**config.mk**
```make
export PLATFORM = sky130hd
export DESIGN_NAME = alu_arbiter_flat
export DESIGN_NICKNAME = d
export VERILOG_FILES = /design/src/rtl/alu_arbiter_if.sv /design/src/rtl/alu_arbiter.sv /design/src/flat_wrapper.sv
export SDC_FILE = /design/constraint.sdc
export NUM_CORES = 1
export LEC_CHECK = 0
export CORE_MARGIN = 1
export CORE_UTILIZATION = 42
export DETAILED_ROUTE_END_ITERATION = 10
export GPL_ROUTABILITY_DRIVEN = 0
export PLACE_DENSITY = 0.8
export SLEW_MARGIN = 15
export SYNTH_ARGS = -nofsm -noshare
export SYNTH_HDL_FRONTEND = slang
export SYNTH_SLANG_ARGS = --single-unit
```
**constraint.sdc**
```tcl
create_clock -name clk -period 2 [get_ports clk]
set_input_delay 0.3 -clock clk [delete_from_list [all_inputs] [get_ports clk]]
set_output_delay 0.3 -clock clk [all_outputs]
set_load 0.1 [all_outputs]
```
**src/rtl/alu_arbiter_if.sv**
```systemverilog
// alu_arbiter_if: requester, response and ALU-side signals of alu_arbiter
interface alu_arbiter_if #(
    parameter int W = 8
);
    logic         r0_valid, r0_ready, r0_cin;
    logic [3:0]   r0_sel;
    logic [W-1:0] r0_a, r0_b;
    logic         r1_valid, r1_ready, r1_cin;
    logic [3:0]   r1_sel;
    logic [W-1:0] r1_a, r1_b;
    logic         rsp_valid, rsp_ready, rsp_id, rsp_carry, rsp_zero, rsp_err;
    logic [W-1:0] rsp_result;
    logic [W-1:0] alu_a, alu_b, alu_out;
    logic [3:0]   alu_sel;
    logic         alu_cin, alu_cout;

    modport slave (
        input  r0_valid, r0_sel, r0_a, r0_b, r0_cin,
        input  r1_valid, r1_sel, r1_a, r1_b, r1_cin,
        input  rsp_ready, alu_out, alu_cout,
        output r0_ready, r1_ready,
        output rsp_valid, rsp_id, rsp_result, rsp_carry, rsp_zero, rsp_err,
        output alu_a, alu_b, alu_sel, alu_cin
    );

    modport master (
        output r0_valid, r0_sel, r0_a, r0_b, r0_cin,
        output r1_valid, r1_sel, r1_a, r1_b, r1_cin,
        output rsp_ready, alu_out, alu_cout,
        input  r0_ready, r1_ready,
        input  rsp_valid, rsp_id, rsp_result, rsp_carry, rsp_zero, rsp_err,
        input  alu_a, alu_b, alu_sel, alu_cin
    );
endinterface

```
**src/rtl/alu_arbiter.sv**
```systemverilog
// alu_arbiter: round-robin sharing of one external ALU between two requesters
module alu_arbiter #(
    parameter int W          = 8,
    parameter int BASIC_CYC  = 1,
    parameter int MULDIV_CYC = 3
) (
    input logic          clk,
    input logic          rst_n,
    alu_arbiter_if.slave bus
);
    localparam int CMAX = BASIC_CYC > MULDIV_CYC ? BASIC_CYC : MULDIV_CYC;
    localparam int CW   = $clog2(CMAX + 1);
    localparam logic [3:0] QUIET_SEL = 4'b1000;

    typedef enum logic [1:0] {IDLE, EXEC, RESP} state_t;

    state_t        state;
    logic          ptr;
    logic [CW-1:0] cnt;
    logic          any_req, gnt, g_bad, g_long, g_cin;
    logic [3:0]    g_sel;
    logic [W-1:0]  g_a, g_b;

    // choose the requester (ptr breaks ties), screen its op, and accept only in IDLE
    always_comb begin
        any_req      = bus.r0_valid | bus.r1_valid;
        gnt          = (bus.r0_valid & bus.r1_valid) ? ptr : bus.r1_valid;
        g_sel        = gnt ? bus.r1_sel : bus.r0_sel;
        g_a          = gnt ? bus.r1_a : bus.r0_a;
        g_b          = gnt ? bus.r1_b : bus.r0_b;
        g_cin        = gnt ? bus.r1_cin : bus.r0_cin;
        g_bad        = g_sel[2:1] == 2'b11 || (g_sel == 4'b0011 && g_b == '0);
        g_long       = g_sel[3:1] == 3'b001;
        bus.r0_ready = rst_n && state == IDLE && any_req && !gnt;
        bus.r1_ready = rst_n && state == IDLE && any_req && gnt;
    end

    // IDLE -> EXEC -> RESP -> IDLE; illegal ops bypass EXEC, ALU sees the AND code whenever idle
    always_ff @(posedge clk) begin
        if (!rst_n) begin
            state          <= IDLE;
            ptr            <= 1'b0;
            cnt            <= '0;
            bus.alu_a      <= '0;
            bus.alu_b      <= '0;
            bus.alu_sel    <= QUIET_SEL;
            bus.alu_cin    <= 1'b0;
            bus.rsp_valid  <= 1'b0;
            bus.rsp_id     <= 1'b0;
            bus.rsp_result <= '0;
            bus.rsp_carry  <= 1'b0;
            bus.rsp_zero   <= 1'b0;
            bus.rsp_err    <= 1'b0;
        end else begin
            case (state)
                IDLE: if (any_req) begin
                    ptr        <= ~gnt;
                    bus.rsp_id <= gnt;
                    if (g_bad) begin
                        state          <= RESP;
                        bus.rsp_valid  <= 1'b1;
                        bus.rsp_err    <= 1'b1;
                        bus.rsp_result <= '0;
                        bus.rsp_carry  <= 1'b0;
                        bus.rsp_zero   <= 1'b1;
                    end else begin
                        state       <= EXEC;
                        cnt         <= g_long ? CW'(MULDIV_CYC) : CW'(BASIC_CYC);
                        bus.alu_a   <= g_a;
                        bus.alu_b   <= g_b;
                        bus.alu_sel <= g_sel;
                        bus.alu_cin <= g_cin;
                    end
                end
                EXEC: begin
                    cnt <= cnt - CW'(1);
                    if (cnt == CW'(1)) begin
                        state          <= RESP;
                        bus.rsp_valid  <= 1'b1;
                        bus.rsp_err    <= 1'b0;
                        bus.rsp_result <= bus.alu_out;
                        bus.rsp_carry  <= bus.alu_sel[3:1] == 3'b000 && bus.alu_cout;
                        bus.rsp_zero   <= bus.alu_out == '0;
                        bus.alu_a      <= '0;
                        bus.alu_b      <= '0;
                        bus.alu_sel    <= QUIET_SEL;
                        bus.alu_cin    <= 1'b0;
                    end
                end
                RESP: if (bus.rsp_ready) begin
                    state         <= IDLE;
                    bus.rsp_valid <= 1'b0;
                end
                default: state <= IDLE;
            endcase
        end
    end
endmodule

```
**src/flat_wrapper.sv**
```systemverilog
// flat-port wrapper written by rule: the top's interface ports become plain ports
module alu_arbiter_flat 
#(
    parameter int W          = 8,
    parameter int BASIC_CYC  = 1,
    parameter int MULDIV_CYC = 3
)
  (clk, rst_n, bus_r0_valid, bus_r0_sel, bus_r0_a, bus_r0_b, bus_r0_cin, bus_r1_valid, bus_r1_sel, bus_r1_a, bus_r1_b, bus_r1_cin, bus_rsp_ready, bus_alu_out, bus_alu_cout, bus_r0_ready, bus_r1_ready, bus_rsp_valid, bus_rsp_id, bus_rsp_result, bus_rsp_carry, bus_rsp_zero, bus_rsp_err, bus_alu_a, bus_alu_b, bus_alu_sel, bus_alu_cin);
  alu_arbiter_if #(.W(W)) bus_i ();
  input logic clk;
  input logic rst_n;
  input wire logic [$bits(bus_i.r0_valid)-1:0] bus_r0_valid;
  input wire logic [$bits(bus_i.r0_sel)-1:0] bus_r0_sel;
  input wire logic [$bits(bus_i.r0_a)-1:0] bus_r0_a;
  input wire logic [$bits(bus_i.r0_b)-1:0] bus_r0_b;
  input wire logic [$bits(bus_i.r0_cin)-1:0] bus_r0_cin;
  input wire logic [$bits(bus_i.r1_valid)-1:0] bus_r1_valid;
  input wire logic [$bits(bus_i.r1_sel)-1:0] bus_r1_sel;
  input wire logic [$bits(bus_i.r1_a)-1:0] bus_r1_a;
  input wire logic [$bits(bus_i.r1_b)-1:0] bus_r1_b;
  input wire logic [$bits(bus_i.r1_cin)-1:0] bus_r1_cin;
  input wire logic [$bits(bus_i.rsp_ready)-1:0] bus_rsp_ready;
  input wire logic [$bits(bus_i.alu_out)-1:0] bus_alu_out;
  input wire logic [$bits(bus_i.alu_cout)-1:0] bus_alu_cout;
  output wire logic [$bits(bus_i.r0_ready)-1:0] bus_r0_ready;
  output wire logic [$bits(bus_i.r1_ready)-1:0] bus_r1_ready;
  output wire logic [$bits(bus_i.rsp_valid)-1:0] bus_rsp_valid;
  output wire logic [$bits(bus_i.rsp_id)-1:0] bus_rsp_id;
  output wire logic [$bits(bus_i.rsp_result)-1:0] bus_rsp_result;
  output wire logic [$bits(bus_i.rsp_carry)-1:0] bus_rsp_carry;
  output wire logic [$bits(bus_i.rsp_zero)-1:0] bus_rsp_zero;
  output wire logic [$bits(bus_i.rsp_err)-1:0] bus_rsp_err;
  output wire logic [$bits(bus_i.alu_a)-1:0] bus_alu_a;
  output wire logic [$bits(bus_i.alu_b)-1:0] bus_alu_b;
  output wire logic [$bits(bus_i.alu_sel)-1:0] bus_alu_sel;
  output wire logic [$bits(bus_i.alu_cin)-1:0] bus_alu_cin;
  assign bus_i.r0_valid = bus_r0_valid;
  assign bus_i.r0_sel = bus_r0_sel;
  assign bus_i.r0_a = bus_r0_a;
  assign bus_i.r0_b = bus_r0_b;
  assign bus_i.r0_cin = bus_r0_cin;
  assign bus_i.r1_valid = bus_r1_valid;
  assign bus_i.r1_sel = bus_r1_sel;
  assign bus_i.r1_a = bus_r1_a;
  assign bus_i.r1_b = bus_r1_b;
  assign bus_i.r1_cin = bus_r1_cin;
  assign bus_i.rsp_ready = bus_rsp_ready;
  assign bus_i.alu_out = bus_alu_out;
  assign bus_i.alu_cout = bus_alu_cout;
  assign bus_r0_ready = bus_i.r0_ready;
  assign bus_r1_ready = bus_i.r1_ready;
  assign bus_rsp_valid = bus_i.rsp_valid;
  assign bus_rsp_id = bus_i.rsp_id;
  assign bus_rsp_result = bus_i.rsp_result;
  assign bus_rsp_carry = bus_i.rsp_carry;
  assign bus_rsp_zero = bus_i.rsp_zero;
  assign bus_rsp_err = bus_i.rsp_err;
  assign bus_alu_a = bus_i.alu_a;
  assign bus_alu_b = bus_i.alu_b;
  assign bus_alu_sel = bus_i.alu_sel;
  assign bus_alu_cin = bus_i.alu_cin;
  alu_arbiter #(.W(W), .BASIC_CYC(BASIC_CYC), .MULDIV_CYC(MULDIV_CYC)) u_core (.clk(clk), .rst_n(rst_n), .bus(bus_i));
endmodule
```
==> results.py <==
metrics = {
    "status": {
        "status": "completed",
    },
    "synthesis": {
        "ys_ff_latch": 39,
        "ys.warnings.count": 0,
        "syn_inst": 239,
        "synthesis.area_um2": 2140,
        "synth_area_per_cell_um2": 8.952,
        "synth-main-ff-cell": "dfxtp_1",
        "synth_edf_count": 0,
        "synth_cell_types": 47,
        "synthArstFlopShare_pct": 0,
        "yosysSeqAreaShare_pct": 36.49,
        "syn_nets": 299,
    },
    "critical_path": {
        "end_kind": "output port",
        "r2r_start": "u_core.state[1]$_SDFFE_PN0P_",
        "path_max_fanout": 12,
        "rrSetupSlack_ns": 0.12,
        "cp_num_cells": 6,
        "cp_num_buf_inv": 3,
        "path_cells": "inv_1 -> ha_4 -> buf_6 -> nand2_1 -> a211oi_4 -> buf_12",
        "crit_required_ns": 1.70,
        "critPathSlowestCell": "dfxtp_1",
        "crit_family": "buffers and inverters",
        "start_kind": "flip-flop",
        "critPathMaxStageDelay_ns": 0.33,
        "reg2regPathDepth": 7,
        "cp_data_arrival_time_ns": 1.64,
        "endpoint": "bus_r0_ready",
        "r2r_end": "u_core.bus.alu_a[1]$_SDFFE_PN0P_",
        "critPathLaunch": "u_core.state[1]$_SDFFE_PN0P_",
        "path_class": "flip-flop to output port",
    },
    "routing": {
        "via_per_inst": 5.623,
        "drc": 0,
        "wl_per_cell_um": 15.18,
        "totalWireLength_um": 6435,
        "drt_iter0_markers": 171,
        "ant_nets": 0,
        "dr_total_vias": 2384,
        "dr.pass1.iters": 4,
    },
    "timing": {
        "fmax_mhz": 515.8,
        "finalSetupViolCount": 0,
        "fin_crit_sh_pct": 96.94,
        "postLayoutSetupSlackWorst_ns": 0.06114,
        "clock_skew_ns": 0.006455,
        "rsz0062_at_grt": "yes",
        "worst_pin_slew_ns": 0.5141,
        "hold_viol_final": 0,
        "relSlewSlack_pct": 65.60,
        "final_max_slew_viol_count": 0,
        "fin_crit_ns": 1.939,
    },
    "die": {
        "core_area_um2": 4817,
        "die_h_um": 73.38,
        "die_x_um": 73.38,
        "start_util_pct": 44.42,
        "die_area_um2": 5384,
        "rows": 25,
        "ios": 92,
    },
    "clock_tree": {
        "tritoncts": "done",
        "clock_latency_ns": 0.30,
        "cts-root-buf": "clkbuf_8",
        "clkTransAtPathRegs_ns": 0.08,
        "numCtsBuffers": 5,
        "cts_hold_buf": 0,
        "cts_buffer_depth": 2,
        "clock-sinks": 39,
        "htreeDepth": 2,
    },
    "cells_and_area": {
        "final_common_cell": "buf_4",
        "final_cell_mix": "buf_4 (64), clkdlybuf4s50_1 (55), dfxtp_1 (39)",
        "antenna_cells": 0,
        "finalNetCount": 416,
        "layout-drive-gt1-share_pct": 29.69,
        "area.growth.synth_to_final_pct": 60.64,
        "fillers": 406,
    },
    "power_and_ir_drop": {
        "power_density_nw_per_um2": 1626,
        "total_power_mw": 5.587,
        "p_leak_nw": 1.456,
        "vdd_drop_max_mv": 1.225,
    },
    "job": {
        "drv_cap": 0,
    },
    "grt": {
        "grt_pass1_vias": 2382,
        "grt_pass1_wl_um": 10450,
        "antenna_found_initial": 0,
        "grt_use_total_pct": 24.99,
        "grt_max_degree": 14,
        "grt-ovfl-total": 0,
    },
    "min_path": {
        "hold_class": "flip-flop to flip-flop",
    },
    "placed_design": {
        "dpl.hpwl_um": 4972,
        "port_buffers": 91,
        "pre_cts_ws_ns": -0.1824,
    },
}
sequential cells by signal (all words and copies together), names as in the netlist:
name and cells:
u_core.bus.alu_a 8, u_core.bus.alu_b 8, u_core.bus.rsp_result 8, u_core.bus.alu_sel 4
u_core.cnt 2, u_core.state 2, u_core.bus.alu_cin 1, u_core.bus.rsp_carry 1
u_core.bus.rsp_err 1, u_core.bus.rsp_id 1, u_core.bus.rsp_valid 1, u_core.bus.rsp_zero 1
u_core.ptr 1
worst min path at each step:
stage | from | to | slack [ns] | cells after the start
after global placement | u_core.bus.alu_b[4]$_SDFFE_PN0P_ | u_core.bus.alu_b[4]$_SDFFE_PN0P_ | 0.45 | 1
after CTS | u_core.bus.alu_b[4]$_SDFFE_PN0P_ | u_core.bus.alu_b[4]$_SDFFE_PN0P_ | 0.47 | 1
after detailed placement | u_core.bus.alu_b[4]$_SDFFE_PN0P_ | u_core.bus.alu_b[4]$_SDFFE_PN0P_ | 0.45 | 1
after floorplan | u_core.cnt[1]$_SDFFE_PN0P_ | u_core.cnt[1]$_SDFFE_PN0P_ | 0.45 | 2
final | u_core.bus.alu_b[4]$_SDFFE_PN0P_ | u_core.bus.alu_b[4]$_SDFFE_PN0P_ | 0.47 | 1
after global routing | u_core.bus.alu_b[4]$_SDFFE_PN0P_ | u_core.bus.alu_b[4]$_SDFFE_PN0P_ | 0.50 | 1
metal layers:
metal	part of all wire [%]	routed length, µm	GRT usage [%]	up-vias
li1	-	-	-	1161
met1	42	2728	29.97	1123
met2	50	3236	43.93	91
met3	6.1	391	6.036	9
met4	1.2	79	7.906	0
met5	0	0	0	-
report_power, final:
part | internal (mW) | switching [mW]
sequential | 1.02 | 0.171
combinational | 1.19 | 2.67
clock | 0.244 | 0.289
repair_timing:
action	CTS	global route
buffers inserted	0	0
resized for setup	4	2
endpoints found under the setup margin	2	3
pin swaps	0	1
layout make-up:
class	instances	area [µm²]	area share [%]
Tap cell	67	83.83	2.439
Inverter	10	37.54	1.092
Sequential cell	39	780.7	22.72
Multi-Input combinational cell	173	1267	36.88
Timing Repair Buffer	127	1182	34.40
Clock inverter	2	12.51	0.3640
Clock buffer	6	72.57	2.111
cells by family after synthesis:
kind of cell	synth area share (%)
AND/OR/NAND/NOR	23.51
AO/OA/AOI/OAI	22.05
flip-flops	36.49
buffers and inverters	6.198
multiplexers	9.415
adder cells (fa/ha/maj)	2.339
synthesized netlist by cell type (2+ instances only):
cell       count  share of area (%)
nor2_1        11                1.9
a21oi_2        2               0.82
ha_1           4                2.3
nand3_1       35                8.2
o21ai_0        3               0.70
a311oi_1       3                1.2
clkbuf_1       3               0.53
buf_2          9                2.1
nor3_1         4               0.94
inv_1         10                1.8
buf_6          2                1.1
nor4_1        15                4.4
dfxtp_1       39                 36
a21oi_1        9                2.1
nand2_1       10                1.8
o2bb2ai_1     10                4.1
a31o_2         9                3.7
nor4b_1        2               0.82
a31oi_1        3               0.88
nand4_1        9                2.6
a211oi_1       2               0.70
o31ai_1        2               0.70
mux2i_1       19                8.9
stage by stage:
stage	cell area (µm²)	hold WS, ns	setup TNS (ns)	cells	utilization, %
2_1_floorplan	2161	0.4483	-0.1578	239	-
3_3_place_gp	3327	0.4483	-2.492	416	69.06
3_5_place_dp	3327	0.4478	-3.900	416	69.06
4_1_cts	3428	0.4718	0	424	71.17
5_1_grt	3437	0.5003	-0.01685	424	71.35
6_report	3437	0.4689	0	424	71.35
(Power assumes the default switching activity.)
